File: config.mk
export PLATFORM = sky130hd
export DESIGN_NAME = macguffin_cipher_core
export DESIGN_NICKNAME = d
export VERILOG_FILES = /design/src/rtl/macguffin_cipher_core.sv
export SDC_FILE = /design/constraint.sdc
export NUM_CORES = 2
export LEC_CHECK = 0
export CORE_AREA = 2 2 655 657
export DETAILED_ROUTE_END_ITERATION = 8
export DIE_AREA = 0 0 657 659
export PLACE_DENSITY = 0.32
export SLEW_MARGIN = 20
export SYNTH_ARGS = -nofsm -noshare
export SYNTH_HDL_FRONTEND = slang
export SYNTH_SLANG_ARGS = --single-unit
File: constraint.sdc
create_clock -name clk -period 4.6 [get_ports clk]
set_input_delay 0.92 -clock clk [delete_from_list [all_inputs] [get_ports clk]]
set_output_delay 0.92 -clock clk [all_outputs]
set_load 0.02 [all_outputs]
File: src/rtl/macguffin_cipher_core.sv
// Iterative MacGuffin block-cipher datapath: one unbalanced-Feistel round per clock.
// A block comes in on the s_axis slave port, runs round_num rounds with live round
// keys, and the result is held on the m_axis master port until it is accepted.
//
// Ports:
//   clk, rst        clock, synchronous active-high reset
//   decrypt         mode (0 encrypt, 1 decrypt), sampled on the input handshake
//   round_keys      round_num x 48-bit round keys, entry read in the cycle it is used
//   s_axis_*        input block stream (tdata/tvalid/tready)
//   m_axis_*        result block stream (tdata/tvalid/tready)
//   busy            high while a block is running or waiting to be delivered
module macguffin_cipher_core #(
  parameter int unsigned round_num  = 32,
  parameter int unsigned block_size = 64
) (
  input  logic                                     clk,
  input  logic                                     rst,
  input  logic                                     decrypt,
  input  logic [round_num-1:0][block_size*3/4-1:0] round_keys,
  input  logic [block_size-1:0]                    s_axis_tdata,
  input  logic                                     s_axis_tvalid,
  output logic                                     s_axis_tready,
  output logic [block_size-1:0]                    m_axis_tdata,
  output logic                                     m_axis_tvalid,
  input  logic                                     m_axis_tready,
  output logic                                     busy
);

  localparam int unsigned KEY_W = block_size * 3 / 4;
  localparam int unsigned CNT_W = $clog2(round_num);
  localparam logic [CNT_W-1:0] LAST_RND = CNT_W'(round_num - 1);

  // DES S-box rows (S1..S8, rows 0..3); column 0 sits in the top nibble.
  // A MacGuffin S-box is the DES box with only the outer two output bits kept.
  localparam logic [63:0] DES_ROW [32] = '{
    64'hE4D12FB83A6C5907, 64'h0F74E2D1A6CB9538, 64'h41E8D62BFC973A50, 64'hFC8249175B3EA06D,
    64'hF18E6B34972DC05A, 64'h3D47F28EC01A69B5, 64'h0E7BA4D158C6932F, 64'hD8A13F42B67C05E9,
    64'hA09E63F51DC7B428, 64'hD709346A285ECBF1, 64'hD6498F30B12C5AE7, 64'h1AD069874FE3B52C,
    64'h7DE3069A1285BC4F, 64'hD8B56F03472C1AE9, 64'hA690CB7DF13E5284, 64'h3F06A1D8945BC72E,
    64'h2C417AB6853FD0E9, 64'hEB2C47D150FA3986, 64'h421BAD78F9C5630E, 64'hB8C71E2D6F09A453,
    64'hC1AF92680D34E75B, 64'hAF427C9561DE0B38, 64'h9EF528C3704A1DB6, 64'h432C95FABE17608D,
    64'h4B2EF08D3C975A61, 64'hD0B7491AE35C2F86, 64'h14BDC37EAF680592, 64'h6BD814A7950FE23C,
    64'hD2846FB1A93E50C7, 64'h1FD8A374C56B0E92, 64'h7B419CE206ADF358, 64'h21E74A8DFC90356B
  };

  // Input bit positions per S-box, one nibble each, first entry in the top nibble:
  // two bits from a, two from b, two from c.
  localparam logic [23:0] SBITS [8] = '{
    24'h2569BD, 24'h147A8E, 24'h368D0F, 24'hCE124A,
    24'h0A3E6C, 24'h78CF15, 24'h9F5B27, 24'hBD0439
  };

  typedef enum logic [1:0] {
    IDLE = 2'd0,
    RUN  = 2'd1,
    DONE = 2'd2
  } state_e;

  state_e                state_q, state_d;
  logic [CNT_W-1:0]      cnt_q, cnt_d;
  logic [block_size-1:0] blk_q, blk_d;
  logic                  dec_q, dec_d;

  logic [CNT_W-1:0]      key_idx;
  logic [KEY_W-1:0]      rk;
  logic [15:0]           w0, w1, w2, w3;
  logic [15:0]           fa, fb, fc, f_out;
  logic [block_size-1:0] round_res;

  // Decrypt walks the keys backwards; round_num is a power of two so ~cnt = last-cnt.
  assign key_idx = dec_q ? ~cnt_q : cnt_q;
  assign rk      = round_keys[key_idx];

  assign {w0, w1, w2, w3} = blk_q;

  // One shared F: encrypt feeds W1..W3, decrypt feeds W0..W2.
  assign fa = (dec_q ? w0 : w1) ^ rk[47:32];
  assign fb = (dec_q ? w1 : w2) ^ rk[31:16];
  assign fc = (dec_q ? w2 : w3) ^ rk[15:0];

  // F(a,b,c): eight 6->2 S-boxes, box g drives output bits [2g+1:2g].
  for (genvar g = 0; g < 8; g++) begin : g_sbox
    localparam logic [23:0] SB = SBITS[g];
    logic [5:0]  idx;
    logic [63:0] row;
    logic [5:0]  lo;

    assign idx = {fc[SB[3:0]], fc[SB[7:4]], fb[SB[11:8]], fb[SB[15:12]],
                  fa[SB[19:16]], fa[SB[23:20]]};
    // DES addressing: outer index bits pick the row, inner four the column.
    assign row = DES_ROW[{3'(g), idx[5], idx[0]}];
    assign lo  = {~idx[4:1], 2'b00};
    assign f_out[2*g+1] = row[lo | 6'd3];
    assign f_out[2*g]   = row[lo];
  end

  assign round_res = dec_q ? {w3 ^ f_out, w0, w1, w2}
                           : {w1, w2, w3, w0 ^ f_out};

  // State register.
  always_ff @(posedge clk) begin
    if (rst) begin
      state_q <= IDLE;
      cnt_q   <= '0;
      blk_q   <= '0;
      dec_q   <= 1'b0;
    end else begin
      state_q <= state_d;
      cnt_q   <= cnt_d;
      blk_q   <= blk_d;
      dec_q   <= dec_d;
    end
  end

  // Next-state and datapath control.
  always_comb begin
    state_d = state_q;
    cnt_d   = cnt_q;
    blk_d   = blk_q;
    dec_d   = dec_q;
    unique case (state_q)
      IDLE: begin
        if (s_axis_tvalid) begin
          blk_d   = s_axis_tdata;
          dec_d   = decrypt;
          cnt_d   = '0;
          state_d = RUN;
        end
      end
      RUN: begin
        blk_d = round_res;
        cnt_d = cnt_q + 1'b1;
        if (cnt_q == LAST_RND) begin
          state_d = DONE;
        end
      end
      DONE: begin
        if (m_axis_tready) begin
          state_d = IDLE;
        end
      end
      default: state_d = IDLE;
    endcase
  end

  // Handshake flags are pure decodes of the registered state.
  assign s_axis_tready = (state_q == IDLE);
  assign m_axis_tvalid = (state_q == DONE);
  assign busy          = (state_q != IDLE);
  assign m_axis_tdata  = blk_q;

endmodule

# Word level (Yosys, flattened, before mapping)
# Memories as Yosys holds them, arrays and structs flattened.
# Cells that the tools add are included.
dict set report totals {
  rom_bits 16384
  output_inout_bits 67
  inputBits 1605
  ff_bits 72
  n_memories 8
  elab_cells 135
}
dict set report classes {
  bitwise_logic 22
  n_reduce_logical 6
  mux 63
  n_addsub 1
  magnitude_cmp 25
  eq_ne 6
}
# name depth width read_ports rd_ports_with_merged_regs wr line_no
set memory_table {}
lappend memory_table {{(no name shown)} 32 64 1 0 0 91} ;# assign row = DES_ROW[{3'(g), idx[5], idx[0]}];
lappend memory_table {{(no name shown)} 32 64 1 0 0 91}
lappend memory_table {{(no name shown)} 32 64 1 0 0 91}
lappend memory_table {{(no name shown)} 32 64 1 0 0 91}
lappend memory_table {{(no name shown)} 32 64 1 0 0 91}
lappend memory_table {{(no name shown)} 32 64 1 0 0 91}
lappend memory_table {{2 more memories} n/a n/a n/a n/a n/a n/a}
# op n
set ops {}
lappend ops {{$mux W64} 18}
lappend ops {{$bmux W48 S5} 1}
lappend ops {{$pmux W64 S2} 1}
lappend ops {{$lt A6 B7 Y1 const B} 16}
lappend ops {{$xor A16 B16 Y16} 5}
lappend ops {{$bmux W1 S4} 16}
lappend ops {{$ge A6 B6 Y1 const B} 8}
lappend ops {{$mux W16} 3}
lappend ops {{$mux W48} 1}
lappend ops {{$not A4 Y4} 8}
lappend ops {{$not A5 Y6} 4}
lappend ops {{$mux W1} 16}
lappend ops {{$not A4 Y6} 2}
lappend ops {{$mux W5} 2}
lappend ops {{$pmux W5 S2} 1}
lappend ops {{$lt A5 B6 Y1 const B} 1}
lappend ops {{$mux W2} 3}
lappend ops {{$not A2 Y6} 1}
lappend ops {{$not A3 Y6} 1}
lappend ops {{$pmux W2 S3} 1}
lappend ops {{$add A5 B1 Y5 const B} 1}
lappend ops {{$eq A5 B5 Y1 const B} 1}
lappend ops {{$not A5 Y5} 1}
lappend ops {{$ne A2 B2 Y1 const B} 2}
lappend ops {{other kinds (7)} 9}

# Longest topological paths before layout
dict set report depth {
  ltp_word 14
  ltp_mapped 23
  ltp_nobuf 16
}

# Least setup slack after synthesis
# Ideal clock, no wire load.
dict set report synth_timing {
  path_kind {register -> register}
  from {register cnt_q[0]}
  to {register blk_q[2] (netlist: m_axis_tdata[2])}
  t_required_ps 4478
  t_arrival_ps 4626
  synth_period_minus_slack_ps 4748
  setup_ps 122
  stages_incl_launch_ff 21
  path_buffers 6
  slack_ps -148
  cell_sequence {dfxtp_1 buf_6 buf_6 buf_6 buf_6 buf_4 buf_4 mux4_2 mux4_2 mux2i_1 xnor2_1 nand3_1 nand4_1 inv_1 ha_1 mux2_2 a221o_1 o22ai_1 nor3_1 xor2_1 a221o_1}
}
dict set report synth_between {
  elab_chain_len 14
  word_cells_on_any_way 17
  cone_classes {mux (9); bitwise (7); memory (1)}
}
# element line_no
set synth_rtl {}
lappend synth_rtl {{start: declaration} 60} ;# logic [CNT_W-1:0] cnt_q, cnt_d;
lappend synth_rtl {{start signal: assignment} 109} ;# cnt_q <= cnt_d;
lappend synth_rtl {{$not A5 Y5} 71} ;# assign key_idx = dec_q ? ~cnt_q : cnt_q;
lappend synth_rtl {{$mux W5 (*)} 71}
lappend synth_rtl {{$bmux W48 S5 (*)} 72} ;# assign rk = round_keys[key_idx];
lappend synth_rtl {{$mux W48 (implied by the code) (*)} 72}
lappend synth_rtl {{$xor A16 B16 Y16, on equally long branches} {77, 79}}
lappend synth_rtl {{$not A3 Y6 (implied by the code)} 91}
lappend synth_rtl {{$mem_v2 Z32 W64} n/a}
lappend synth_rtl {{$mux W64 (implied by the code) (2 in series)} 91}
lappend synth_rtl {{$bmux W1 S4 (*)} 94} ;# assign f_out[2*g] = row[lo];
lappend synth_rtl {{$mux W1 (implied by the code) (*)} 94}
lappend synth_rtl {{$xor A16 B16 Y16 (*)} 98} ;# : {w1, w2, w3, w0 ^ f_out};
lappend synth_rtl {{$mux W64 (*)} 97} ;# assign round_res = dec_q ? {w3 ^ f_out, w0, w1, w2}
lappend synth_rtl {{$pmux W64 S2 (*)} 121} ;# unique case (state_q)
lappend synth_rtl {{end signal: assignment} 110} ;# blk_q <= blk_d;
lappend synth_rtl {{end: declaration} 61} ;# logic [block_size-1:0] blk_q, blk_d;
# Mark *: on every way between the ends. The rest lies on a longest branch, timed or not. The select of a mux whose other input is x is not followed.
# A chain may end at the register's enable or synchronous reset.

# Worst setup path in the final report
dict set report layout_timing {
  from {register cnt_q[0]}
  to {register blk_q[5] (netlist: m_axis_tdata[5])}
}
dict set report layout_between {
  elab_chain_len 14
  word_cells_on_any_way 17
  cone_classes {mux (9); bitwise (7); memory (1)}
}
# element line_no
set layout_rtl {}
lappend layout_rtl {{$not A5 Y5} 71}
lappend layout_rtl {{$mux W5 (*)} 71}
lappend layout_rtl {{$bmux W48 S5 (*)} 72}
lappend layout_rtl {{$mux W48 (implied by the code) (*)} 72}
lappend layout_rtl {{$xor A16 B16 Y16, on equally long branches} {77, 79}}
lappend layout_rtl {{$not A4 Y6 (implied by the code)} 91}
lappend layout_rtl {{$mem_v2 Z32 W64} n/a}
lappend layout_rtl {{$mux W64 (implied by the code) (2 in series)} 91}
lappend layout_rtl {{$bmux W1 S4 (*)} 93} ;# assign f_out[2*g+1] = row[lo | 6'd3];
lappend layout_rtl {{$mux W1 (implied by the code) (*)} 93}
lappend layout_rtl {{$xor A16 B16 Y16 (*)} 98}
lappend layout_rtl {{$mux W64 (*)} 97}
lappend layout_rtl {{$pmux W64 S2 (*)} 121}
# Marked as above.

==> impl_metrics.json <==
{
  "hold_path_class": "reg -> reg",
  "clkTransAtPathRegs_ns": 0.08,
  "synth_seq_cells": 72,
  "min_path_cells": 2,
  "cts.sinks": 72,
  "cts-hold-fix-buffers": 0,
  "rows": 240,
  "cp-end-kind": "flip-flop",
  "fmax_mhz": 216,
  "timing.hold.ws_ns": 0.563,
  "finalHoldViolCount": 0,
  "fin_util_pct": 14.6,
  "cts_tree": "yes",
  "grt_util_all_layers_pct": 17.4,
  "timing.rr.start": "cnt_q[0]",
  "gp_congestion": 0.925,
  "initial_utilization_pct": 6.86,
  "clock-root-buffer": "clkbuf_16",
  "required_ns": 4.88,
  "avgRoutedWirePerCell_um": 36.2,
  "drive_above_1_share_pct": 34.2,
  "grt_pass1_vias": 40284,
  "fin_cells": 10880,
  "globalRouteOverflowTotal": 0,
  "antenna_found_initial": 294,
  "rsz0062_at_grt": "yes",
  "coreArea_mm2": 0.426,
  "crit_arrival_ns": 4.91,
  "async_flop_share_pct": 0,
  "postPlaceCellArea_mm2": 0.0586,
  "setup_viol": 10,
  "place_hpwl_mm": 356,
  "fp.dieW_um": 657,
  "grt_pass1_wl_mm": 484,
  "synthesis.area_mm2": 0.0292,
  "status": "finished, violations left",
  "peakVddDrop_mv": 0.161,
  "reg2reg_depth": 23,
  "die_area_mm2": 0.433,
  "finClkSkew_ns": 0.0181,
  "cts_buffer_depth": 2,
  "design_area_mm2": 0.0623,
  "vias_per_cell": 3.69,
  "num_io_pins": 1672,
  "criticalPathCategory": "reg -> reg",
  "clkLatencyLatePin_ns": 0.39,
  "critPathMaxFanout": 8,
  "fp.dieH_um": 659,
  "cts_made_buffers": 9,
  "synth_cell_types": 92,
  "syn_to_final_growth_pct": 113,
  "syn_inst": 2921,
  "synth_flop_cell": "dfxtp_1",
  "max_cap_violations": 0,
  "power.static_leakage_nw": 20.6,
  "setup_slack_ns": -0.0377,
  "tightest_slew_ns": 1.00,
  "finalCriticalPeriod_ns": 4.64,
  "yosysWarnings": 0,
  "holdCritStartpoint": "m_axis_tdata[20]",
  "vias": 40144,
  "r2r_setup_slack_ns": -0.04,
  "dp_cells": 10681,
  "wl_mm": 394,
  "period_share_pct": 101,
  "avgSynthCellArea_um2": 10.0,
  "r2r-end": "m_axis_tdata[5]",
  "drt_iter0_drc": 3136,
  "final_nets": 6745,
  "fill_cells": 48208,
  "startpoint_type": "flip-flop",
  "ant_nets": 0,
  "numPortBuffers": 1671,
  "tns_ns": -0.174,
  "remaining_drc_errors": 0,
  "holdPathEnd": "m_axis_tdata[20]",
  "ys_seq_area_share_pct": 4.93,
  "syn_nets": 4562,
  "slew_violations": 0,
  "power_per_cell_area_mw_per_mm2": 201,
  "h-tree-depth": 3,
  "drt_first_pass_iters": 6,
  "synth_edf_count": 0,
  "grt_max_degree": 66,
  "violations": "negative setup slack",
  "maxSlewHeadroom_pct": 33.0
}
-- logic make-up (layout without fill, tap and decap cells) --
logic type,after synthesis,in the layout,share of synthesized area [%]
AND/OR/NAND/NOR,898,898,14.4
multiplexers,835,835,53.7
AO/OA/AOI/OAI,618,618,15.4
buffers and inverters,358,2546,6.74
XOR/XNOR,104,104,3.23
flip-flops,72,72,4.93
adder cells (fa/ha/maj),36,36,1.54
other,0,84,0
-- layout make-up --
cell class	count	area [um2]	share of cell area [%]
multi-input combinational	2491	27700	44.5
timing repair buffer	2489	25300	40.7
tap	5687	7120	11.4
sequential	72	1470	2.35
clock buffer	10	239	0.383
antenna	84	210	0.337
inverter	41	180	0.289
clock inverter	6	48.8	0.0783
-- report_power, final --
part           internal (mW)  leakage [nW]  total [mW]  switching (mW)
Combinational           5.68          19.9        10.8            5.17
Sequential             0.697         0.600       0.933           0.236
Clock                  0.389         0.146       0.760           0.371
Total                   6.77          20.6        12.5            5.78
-- critical path: stages, from the launching register on --
cell and delay (ns):
dfxtp_4 0.37, buf_12 0.15, buf_6 0.13, xor2_4 0.25, buf_12 0.20, buf_16 0.16, buf_4 0.12, mux4_2 0.56
nand2_1 0.11, a32oi_1 0.10, buf_4 0.21, o31ai_2 0.07, buf_4 0.17, xor2_4 0.16, mux2i_4 0.12, buf_4 0.16
ha_4 0.29, buf_6 0.11, inv_1 0.05, nand2_1 0.06, a21oi_1 0.06, o32a_1 0.40, xnor2_1 0.14, a221o_1 0.32
-- metal layers --
metal  GRT usage, %  vias up  share of wire (%)
met4           2.20      110                1.8
met3           3.87      476                6.2
li1               -    16546                  -
met2           29.9     2084                 48
met1           22.7    20928                 44
met5              0        -               0.18
-- state kept, by name, indices dropped and copies added (netlist names) --
register and count:
dec_q 1, cnt_q 5, m_axis_tdata 64, state_q 2
-- per-stage QoR --
step | power (mW) | worst slack [ns]
floorplan | 4.98 | -0.000535
global placement | 10.9 | -1.16
detailed placement | 10.9 | -1.13
CTS | 12.4 | -0.0922
global route | 13.3 | -0.270
finish | 12.5 | -0.0377
-- cells in the mapped netlist, types with 15 or more instances --
cell / n / area (um2)
mux2i_1: 222 / 2220
nand3_1: 74 / 370
a211oi_1: 40 / 300
o221ai_1: 16 / 140
a221o_1: 15 / 150
a311oi_1: 27 / 236
buf_6: 29 / 327
nor2b_1: 46 / 288
a31oi_1: 35 / 219
mux2_2: 33 / 372
and3_1: 21 / 131
and2_1: 15 / 93.8
mux4_2: 567 / 12800
nor2_1: 115 / 432
a221oi_1: 22 / 193
o21ai_0: 50 / 250
a22oi_1: 38 / 285
a21oi_1: 124 / 621
a311o_1: 19 / 190
a32oi_1: 48 / 420
xnor2_1: 61 / 534
buf_4: 59 / 443
clkbuf_1: 87 / 327
o211ai_1: 18 / 135
o22ai_1: 32 / 200
nand4_1: 24 / 150
xor2_1: 40 / 350
buf_2: 109 / 546
nor3_1: 47 / 235
inv_1: 35 / 131
buf_1: 30 / 113
ha_1: 36 / 450
nand2_1: 453 / 1700
nand2b_1: 23 / 144
dfxtp_1: 72 / 1440
-- worst max path at each step --
stage | start | to | slack, ns | depth (start not counted)
6_report | cnt_q[0] | m_axis_tdata[5] | -0.04 | 23
5_1_grt | cnt_q[0] | m_axis_tdata[48] | -0.27 | 18
4_1_cts | cnt_q[0] | m_axis_tdata[0] | -0.09 | 16
3_5_place_dp | round_keys[199] | m_axis_tdata[61] | -1.13 | 17
3_3_place_gp | round_keys[541] | m_axis_tdata[0] | -1.16 | 16
2_1_floorplan | cnt_q[0] | m_axis_tdata[2] | -0.0005 | 20
-- layout by cell type, fill, tap and decap left out, types with 16 or more instances in the layout --
| cell | Yosys | final |
|---|---|---|
| a211oi_1 | 40 | 33 |
| nand4_1 | 24 | 24 |
| a22oi_1 | 38 | 22 |
| dfxtp_1 | 72 | 65 |
| buf_4 | 59 | 590 |
| o21ai_0 | 50 | 31 |
| buf_6 | 29 | 54 |
| nand2b_1 | 23 | 20 |
| nand2_2 | 0 | 16 |
| mux4_2 | 567 | 568 |
| nor2_1 | 115 | 103 |
| nand2_1 | 453 | 432 |
| a311o_1 | 19 | 19 |
| o211ai_1 | 18 | 18 |
| nor3_1 | 47 | 40 |
| inv_1 | 35 | 22 |
| o21ai_1 | 5 | 17 |
| buf_8 | 0 | 16 |
| and3_1 | 21 | 21 |
| mux2_2 | 33 | 26 |
| a311oi_1 | 27 | 26 |
| xnor2_1 | 61 | 45 |
| a21oi_1 | 124 | 115 |
| clkdlybuf4s50_1 | 0 | 1655 |
| nand3_1 | 74 | 67 |
| a221oi_1 | 22 | 21 |
| ha_1 | 36 | 24 |
| mux2i_2 | 0 | 16 |
| o22ai_1 | 32 | 28 |
| diode_2 | 0 | 84 |
| a32oi_1 | 48 | 33 |
| xor2_1 | 40 | 24 |
| mux2i_1 | 222 | 191 |
| nor2b_1 | 46 | 40 |
| a22oi_2 | 0 | 16 |
| a31oi_1 | 35 | 29 |
| buf_12 | 3 | 133 |
-- what timing repair did --
action                     4_1_cts  5_1_grt
pin swaps                       81       30
hold endpoints to repair         0        0
gates cloned                    10        5
buffers inserted                49       44
setup endpoints to repair       32       32
resized for setup              335      114
Power figures use the tool's default switching activity.
